--- src/rtl/mini_core_pkg.sv ---
// Shared types and constants for the mini RV32I core: control states, trap causes,
// opcodes and a small instruction-format helper.
package mini_core_pkg;

  typedef enum logic [2:0] {
    ST_FETCH     = 3'd0,
    ST_DECODE    = 3'd1,
    ST_EXECUTE   = 3'd2,
    ST_WRITEBACK = 3'd3,
    ST_TRAP      = 3'd4
  } state_t;

  localparam logic [1:0]  TRAP_NONE     = 2'b00;
  localparam logic [1:0]  TRAP_ILLEGAL  = 2'b01;
  localparam logic [1:0]  TRAP_FETCH_TO = 2'b10;

  localparam logic [31:0] NOP_INSTR     = 32'h0000_0013;

  localparam logic [4:0]  OP_ALU_IMM    = 5'b00100;
  localparam logic [4:0]  OP_ALU_REG    = 5'b01100;

  // 32-bit (non-compressed) encodings always carry 2'b11 in the low bits.
  function automatic logic is_rv32_word(input logic [31:0] w);
    return w[1:0] == 2'b11;
  endfunction

endpackage

--- src/rtl/mini_fetch_timer.sv ---
// Saturating wait counter for the fetch handshake; flags the cycle on which the
// LIMIT-th consecutive unanswered request cycle occurs.
module mini_fetch_timer #(
  parameter int unsigned LIMIT = 15
) (
  input  logic clk,
  input  logic resetn,
  input  logic i_en,
  input  logic i_clr,
  output logic o_timeout
);

  logic [7:0] r_cnt;

  always_ff @(posedge clk or negedge resetn) begin
    if (!resetn)                      r_cnt <= '0;
    else if (i_clr)                   r_cnt <= '0;
    else if (i_en && r_cnt != 8'hFF)  r_cnt <= r_cnt + 8'd1;
  end

  assign o_timeout = i_en && (r_cnt == 8'(LIMIT - 1));

endmodule

--- src/rtl/mini_ctrl_fsm.sv ---
// Multi-cycle FETCH/DECODE/EXECUTE/WRITEBACK sequencer with sticky trap.
// Optional retire counter output enabled by defining MINI_CTRL_RETIRE_CNT_EN.
module mini_ctrl_fsm
  import mini_core_pkg::*;
#(
  parameter logic [31:0] RESET_PC      = 32'h0000_0000,
  parameter int unsigned FETCH_TIMEOUT = 15
) (
  input  logic        clk,
  input  logic        resetn,
  output logic        imem_req,
  output logic [31:0] imem_addr,
  input  logic        imem_ready,
  input  logic [31:0] imem_rdata,
  output logic [31:0] instr,
  input  logic        dec_isALU,
  input  logic        dec_writeBackEn,
  input  logic [4:0]  dec_rd,
  output logic        rf_rd_en,
  output logic        alu_en,
  output logic        rf_we,
  output logic [31:0] pc,
  output logic        halted,
  output logic [1:0]  trap_cause
`ifdef MINI_CTRL_RETIRE_CNT_EN
  ,
  output logic [31:0] retire_cnt
`endif
);

  state_t      r_state;
  logic        r_req;
  logic [31:0] r_pc;
  logic [31:0] r_instr;
  logic [1:0]  r_cause;
  logic        w_accept;
  logic        w_wait;
  logic        w_timeout;

  // r_req is only ever set while in FETCH, so it alone qualifies the handshake.
  assign w_accept = r_req &  imem_ready;
  assign w_wait   = r_req & ~imem_ready;

  mini_fetch_timer #(.LIMIT(FETCH_TIMEOUT)) u_fetch_timer (
    .clk       (clk),
    .resetn    (resetn),
    .i_en      (w_wait),
    .i_clr     (w_accept),
    .o_timeout (w_timeout)
  );

`ifdef MINI_CTRL_RETIRE_CNT_EN
  logic [31:0] r_retire;
  assign retire_cnt = r_retire;
`endif

  always_ff @(posedge clk or negedge resetn) begin
    if (!resetn) begin
      r_state <= ST_FETCH;
      r_req   <= 1'b0;
      r_pc    <= RESET_PC;
      r_instr <= NOP_INSTR;
      r_cause <= TRAP_NONE;
`ifdef MINI_CTRL_RETIRE_CNT_EN
      r_retire <= '0;
`endif
    end else begin
      case (r_state)
        ST_FETCH: begin
          r_req <= 1'b1;
          if (w_accept) begin
            r_instr <= imem_rdata;
            r_req   <= 1'b0;
            r_state <= ST_DECODE;
          end else if (w_timeout) begin
            r_cause <= TRAP_FETCH_TO;
            r_req   <= 1'b0;
            r_state <= ST_TRAP;
          end
        end
        ST_DECODE: begin
          if (!is_rv32_word(r_instr) || !dec_isALU) begin
            r_cause <= TRAP_ILLEGAL;
            r_state <= ST_TRAP;
          end else begin
            r_state <= ST_EXECUTE;
          end
        end
        ST_EXECUTE: r_state <= ST_WRITEBACK;
        ST_WRITEBACK: begin
          r_pc    <= r_pc + 32'd4;
          r_req   <= 1'b1;
          r_state <= ST_FETCH;
`ifdef MINI_CTRL_RETIRE_CNT_EN
          r_retire <= r_retire + 32'd1;
`endif
        end
        ST_TRAP: r_req <= 1'b0;
        default: begin
          r_req   <= 1'b0;
          r_state <= ST_TRAP;
        end
      endcase
    end
  end

  assign imem_req   = r_req;
  assign imem_addr  = r_pc;
  assign pc         = r_pc;
  assign instr      = r_instr;
  assign trap_cause = r_cause;
  assign halted     = (r_state == ST_TRAP);
  assign rf_rd_en   = (r_state == ST_DECODE);
  assign alu_en     = (r_state == ST_EXECUTE);
  assign rf_we      = (r_state == ST_WRITEBACK) && dec_writeBackEn && (dec_rd != 5'd0);

endmodule

--- config.mk ---
export PLATFORM = sky130hd
export DESIGN_NAME = mini_ctrl_fsm
export DESIGN_NICKNAME = d
export VERILOG_FILES = /design/src/rtl/mini_core_pkg.sv /design/src/rtl/mini_fetch_timer.sv /design/src/rtl/mini_ctrl_fsm.sv
export SDC_FILE = /design/constraint.sdc
export NUM_CORES = 1
export LEC_CHECK = 0
export CORE_UTILIZATION = 44
export DETAILED_ROUTE_END_ITERATION = 10
export GPL_ROUTABILITY_DRIVEN = 0
export GPL_TIMING_DRIVEN = 0
export PLACE_DENSITY = 0.88
export SLEW_MARGIN = 20
export SYNTH_ARGS = -nofsm -noshare
export SYNTH_HDL_FRONTEND = slang
export SYNTH_SLANG_ARGS = --single-unit
export TNS_END_PERCENT = 10
--- constraint.sdc ---
create_clock -name clk -period 2.1 [get_ports clk]
set_input_delay 0.21 -clock clk [delete_from_list [all_inputs] [get_ports clk]]
set_output_delay 0.21 -clock clk [all_outputs]
set_load 0.03 [all_outputs]
==> qor.txt, run 1 <==
switching power: 1913 uW
worst path cell trace: nand3b_4 > nor3b_1 > dlygate4sd2_1
Layout Nets: 509
clk slew on worst S/H paths: 0.08 ns
WP data arrival: 1.69 ns
# Post-CTS Setup Buffers: 0
outcome: completed
Post-Synth XOR/XNOR Area: 7.189%
Die Ht: 93.14 um
drt via density: 5.082
post-synthesis simple-gate area fraction: 16.54%
CORE AREA: 7888 sq um
setup violators final: 0
post-synthesis compound-gate area fraction: 4.005%
All-Layer GR Usage: 19.64%
crit path to: rf_we
worst min path class: in2async
Cells after Synth: 308
Layout Area Growth over Synthesis: 48.27%
proportion of layout cells with a drive suffix above 1: 16.63%
worst reg-to-reg path cell count: 6
top cell family by delay on the critical path: flip-flops
CP Launch Type: register
RSZ-0062 raised after global routing: false
CTS tree: yes
initial antenna violation count: 0
Worst Setup SP: r_state[2]
insertion delay to the later sink of the worst-skew pair: 0.34 ns
Vias: 2902
FF-to-FF End: imem_addr[20]
number of synthesized flops with an enable pin: 0
worst vdd ir: 0.7485 mV
DP HPWL: 6131 um
buffers added on ports: 140
die area: 8675 sq um
largest net degree at the start of global routing: 42
vias in the first global route: 2871
sequential area share after synthesis: 52.14%
mapped cell area: 3655 sq um
CP endpoint kind: output pin
synthesis-stage register bit count: 76
antenna viol nets, final: 0
Clk Tree Root Cell: clkbuf_8
Int Pwr: 3374 uW
first-pass detailed-route iteration total: 4
Synth async-reset ratio: 100.0%
crit-path max FO: 9
Max-slew headroom: 65.08%
# rows: 32
min Tclk post-route: 1.898 ns
Die Wd: 93.14 um
yosys warns: 0
grt total ovfl: 0
Inst Count DP: 554
Max Cap Viol: 0
Buf/Inv on CP: 1
P_leak: 0.002409 uW
CTS max path bufs: 2
Final Hold Fails: 0
setup TNS: 0 ns
Ant. Diodes: 0
register share of total power: 39.7%
fin util: 68.70%
power per cell area: 975.6 nW/um^2
clock share of power: 20.9%
FF-to-FF setup slack: 0.32 ns
fin crit share: 90.39%
Logic pwr share: 39.3%
Setup Crit Path Kind: reg2out
Crit path depth: 3
total CTS buffers: 9
largest family of logic cells by synthesized area: simple AND/OR/NAND/NOR gates
Layout Skew: 0.01019 ns
WL final: 8090 um
CTS sink cnt: 76
worst flop-to-flop path startpoint: imem_addr[2]
CP max stage cell: dfrtp_1
htree depth: 3
post-synthesis mux area share: 10.17%
Initial Utilization: 46.34%
Max stage delay on crit path: 0.48 ns
Non-Filler Instances: 571
Worst Path Required: 1.89 ns
Yosys cell types: 48
Top FF cell, synth: dfrtp_1
Worst-Margin Slew: 0.5219 ns
DRT iter0 DRCs: 73
drt wl/cell: 14.17 um
first-pass GRT wire length: 13470 um
Post-Synth Adder-Cell Area: 1.027%
Ports: 145
maximum clock frequency: 526.8 MHz
Net Sw Frac: 36.19%
syn_area_per_cell: 11.87 sq um
drc violations: 0
fin. max-slew vios: 0
[metal layers]
| layer | GRT usage, % | routed length (um) |
|---|---|---|
| met1 | 23.14 | 3341 |
| met2 | 34.44 | 4143 |
| met3 | 5.528 | 502 |
| met4 | 6.410 | 102 |
| met5 | 0 | 0 |
[layout by cell type, fill, tap and decap left out, drive strengths merged, types with 2 or more instances in the layout]
cell type / netlist / layout
clkbuf: 1 / 13
clkdlybuf4s50: 0 / 135
nor4: 3 / 3
xnor2: 26 / 26
nor2: 11 / 11
and4: 2 / 2
dfstp: 3 / 3
nand4b: 2 / 2
dlymetal6s2s: 0 / 2
xor2: 4 / 4
a31o: 2 / 2
nor3: 6 / 6
nor3b: 3 / 3
ha: 3 / 3
and2: 5 / 5
buf: 40 / 42
mux2: 33 / 33
conb: 1 / 4
and3: 8 / 8
nand4: 17 / 17
dlygate4sd2: 0 / 2
clkinv: 0 / 3
inv: 6 / 6
o211ai: 2 / 2
o21ai: 4 / 4
dfrtp: 73 / 73
nand2: 16 / 16
a21oi: 7 / 7
nand3: 18 / 18
[how the worst min path moves through the flow]
stage,start,endpoint,slack (ns),depth (start not counted)
after CTS,resetn,imem_addr[12],0.36,2
after floorplan,resetn,imem_addr[10],-0.09,0
after global routing,resetn,imem_addr[26],0.40,2
after global placement,trap_cause[0],trap_cause[0],0.47,1
final,resetn,imem_addr[12],0.36,2
after detailed placement,resetn,imem_addr[12],0.19,1
[what timing repair did]
action | in CTS | in global routing
hold endpoints to repair | 34 | 0
resized for setup | 2 | 2
hold buffers | 1 | 0
endpoints found under the setup margin | 2 | 2
[through the flow]
step	cell area (sq um)	total power (uW)	worst slack [ns]	hold WS (ns)
5_1_grt	5419	5551	0.1072	0.4008
3_3_place_gp	5195	4154	-1.718	0.4677
4_1_cts	5414	5347	0.03944	0.3591
2_1_floorplan	3666	3255	0.3216	-0.08559
3_5_place_dp	5213	4231	0.03198	0.1940
6_report	5419	5286	0.2018	0.3647
[cells in the mapped netlist (4+ instances only)]
cell type	n	area share [%]
mux2_1	29	8.9
buf_4	36	7.4
o21ai_0	4	0.55
and2_1	5	0.86
inv_1	6	0.62
nand4_1	17	2.9
a21oi_1	7	0.96
mux2_2	4	1.2
nand3_1	17	2.3
xor2_1	4	0.96
dfrtp_1	73	50
and3_1	7	1.2
xnor2_1	26	6.2
nand2_1	15	1.5
nor2_1	11	1.1
[cell type report]
cell class	count	area [sq um]
Fill cell	572	2469
Sequential cell	76	1906
Multi-Input combinational cell	188	1438
Timing Repair Buffer	142	1431
Buffer	41	300.3
Clock buffer	12	145.1
Tap cell	102	127.6
Clock inverter	4	48.80
Inverter	6	22.52
[cell families (layout without fill, tap and decap cells)]
| kind of cell | after synthesis | in the layout |
|---|---|---|
| AND/OR/NAND/NOR | 97 | 97 |
| flip-flops | 76 | 76 |
| buffers and inverters | 47 | 205 |
| multiplexers | 33 | 33 |
| XOR/XNOR | 30 | 30 |
| AO/OA/AOI/OAI | 21 | 21 |
| adder cells (fa/ha/maj) | 3 | 3 |
| other | 1 | 4 |
[registers in the layout, indices dropped and copies added, names as in the netlist]
| signal | flops |
|---|---|
| r_state | 3 |
| instr | 32 |
| u_fetch_timer.r_cnt | 8 |
| imem_req | 1 |
| imem_addr | 30 |
| trap_cause | 2 |
[power groups by stage]
stage / clock network [uW] / logic, uW / registers, uW
floorplan: 0 / 476 / 2780
global placement: 0 / 2050 / 2100
detailed placement: 0 / 2100 / 2130
CTS: 1130 / 2110 / 2110
global route: 1190 / 2200 / 2160
finish: 1110 / 2080 / 2100
[worst register-to-register path: stages (launching register included)]
cell      delay (ns)
dfrtp_1         0.50
ha_1            0.25
nand4b_4        0.14
nor3_2          0.23
buf_4           0.22
nand3_1         0.14
xnor2_1         0.18
No activity file was read; power rests on OpenSTA's default activity.
==> run 2, diff against run 1 <==
--- a/config.mk
+++ b/config.mk
@@ -5,6 +5,8 @@
 export SDC_FILE = /design/constraint.sdc
 export NUM_CORES = 1
 export LEC_CHECK = 0
+export CAP_MARGIN = 10
+export CORE_MARGIN = 1
 export CORE_UTILIZATION = 44
 export DETAILED_ROUTE_END_ITERATION = 10
 export GPL_ROUTABILITY_DRIVEN = 0
==> results of run 2 <==
The final DEF is identical to that of run 1; final timing and power are the same.
==> run 3, diff against run 2 <==
--- a/config.mk
+++ b/config.mk
@@ -12,6 +12,7 @@
 export GPL_ROUTABILITY_DRIVEN = 0
 export GPL_TIMING_DRIVEN = 0
 export PLACE_DENSITY = 0.88
+export SKIP_LAST_GASP = 1
 export SLEW_MARGIN = 20
 export SYNTH_ARGS = -nofsm -noshare
 export SYNTH_HDL_FRONTEND = slang
==> run 3 against run 2 <==
Design area about the same. Worst hold slack about the same. Worst setup slack worse by 0.14 ns. Global-route usage unchanged. Die area unchanged. Clock-buffer cell count unchanged. Critical path type unchanged. Largest cell class unchanged. Largest power group unchanged.
==> qor.txt, run 3 (synthesis results as in run 1) <==
DP HPWL: 6131 um
commonest non-fill, non-tap cell in the layout: clkdlybuf4s50_1
CTS max path bufs: 2
max reg flops: 32
Worst Path Required: 1.89 ns
Final Hold Fails: 0
Worst-Margin Slew: 0.5219 ns
CTS tree: yes
drt via density: 5.100
worst vdd ir: 0.7487 mV
insertion delay to the later sink of the worst-skew pair: 0.34 ns
Non-Filler Cell Area, Final: 5418 sq um
setup TNS: 0 ns
most frequent cells in the layout: clkdlybuf4s50_1 (137), dfrtp_1 (73), buf_4 (37)
drt wl/cell: 14.18 um
multi-input logic area: 1438 sq um
power per cell area: 976.3 nW/um^2
initial antenna violation count: 0
Place WS: 0.03198 ns
vias in the first global route: 2871
Initial Utilization: 46.34%
CP endpoint kind: output pin
WHS: 0.3650 ns
Layout Skew: 0.01018 ns
worst min path class: in2async
first-pass detailed-route iteration total: 4
proportion of layout cells with a drive suffix above 1: 16.63%
Final WS setup: 0.05997 ns
Setup Crit Path Kind: reg2out
total CTS buffers: 9
CP Launch Type: register
first-pass GRT wire length: 13470 um
clk slew on worst S/H paths: 0.08 ns
antenna viol nets, final: 0
# rows: 32
fin crit share: 97.14%
fin. max-slew vios: 0
outcome: completed
CORE AREA: 7888 sq um
crit-path max FO: 10
worst reg-to-reg path cell count: 6
Max stage delay on crit path: 0.69 ns
Clk Tree Root Cell: clkbuf_8
CP max stage cell: clkdlybuf4s50_1
Layout Area Growth over Synthesis: 48.24%
drc violations: 0
Inst Count DP: 554
Ports: 145
Max-slew headroom: 65.08%
htree depth: 3
maximum clock frequency: 490.2 MHz
Filler cells: 571
Die Wd: 93.14 um
min Tclk post-route: 2.040 ns
setup violators final: 0
buffers added on ports: 140
die area: 8675 sq um
CTS sink cnt: 76
worst path cell trace: buf_4 > nor2_1 > and2_1 > clkdlybuf4s50_1
WP data arrival: 1.83 ns
dpl cell area: 5213 sq um
largest net degree at the start of global routing: 42
Max Cap Viol: 0
Reg area: 1906 sq um
All-Layer GR Usage: 19.64%
Die Ht: 93.14 um
Non-Filler Instances: 571
Layout Nets: 509
RSZ-0062 raised after global routing: true
Ant. Diodes: 0
WL final: 8098 um
P_leak: 0.002399 uW
grt total ovfl: 0
DRT iter0 DRCs: 76
Vias: 2912
==> run 3: cell types whose count changed in the layout (fill, tap and decap cells not counted) <==
cell             before  now
clkdlybuf4s50_1     135  137
dlygate4sd2_1         2    1
dlymetal6s2s_1        2    1
==> run 3: per-layer routing <==
metal	global-route usage [%]	part of all wire, %	up-vias
met2	34.44	51	120
met4	6.410	1.3	0
met5	0	0	-
met1	23.14	41	1415
li1	-	-	1366
met3	5.528	6.4	11
==> run 3: what timing repair did <==
item | in CTS | in global routing
setup buffers | 0 | 0
setup endpoints to repair | 2 | 3
hold buffers | 1 | 0
pin swaps | 0 | 0
gates resized for setup | 1 | 1
endpoints found under the hold margin | 34 | 0
==> run 3: worst paths after layout <==
| path | startpoint | to | slack (ns) |
|---|---|---|---|
| worst max-delay path | r_state[0] | halted | 0.06 |
| worst max register to register | imem_addr[2] | imem_addr[20] | 0.32 |
| worst min register to register | instr[30] | instr[30] | 0.50 |
| max in group asynchronous | resetn | instr[0] | 1.10 |
| min in group clk | imem_rdata[18] | instr[18] | 0.45 |
| worst min-delay path | resetn | imem_addr[12] | 0.36 |
==> run 3: cell type report <==
type	count	area share (%)
Clock buffer	12	2.679
Clock inverter	4	0.9007
Multi-Input combinational cell	188	26.54
Tap cell	102	2.356
Buffer	41	5.543
Sequential cell	76	35.17
Timing Repair Buffer	142	26.40
Inverter	6	0.4157
==> run 3: critical path: cells and delay by family, from the launching register on <==
| kind | cells | cell delay, ns |
|---|---|---|
| buffers and inverters | 2 | 0.87 |
| AND/OR/NAND/NOR | 2 | 0.28 |
| flip-flops | 1 | 0.36 |
==> run 3: metrics by stage <==
stage / power, uW / utilization (%)
after global routing: 5553 / 68.69
after floorplan: 3255 / -
after detailed placement: 4231 / 66.09
after CTS: 5347 / 68.65
final: 5289 / 68.69
after global placement: 4154 / 65.86
==> run 3: power breakdown <==
| part | switching (uW) | leakage [uW] | internal, uW |
|---|---|---|---|
| clock | 524 | 0.000100 | 581 |
| sequential | 247 | 0.000976 | 1860 |
| combinational | 1140 | 0.00132 | 939 |
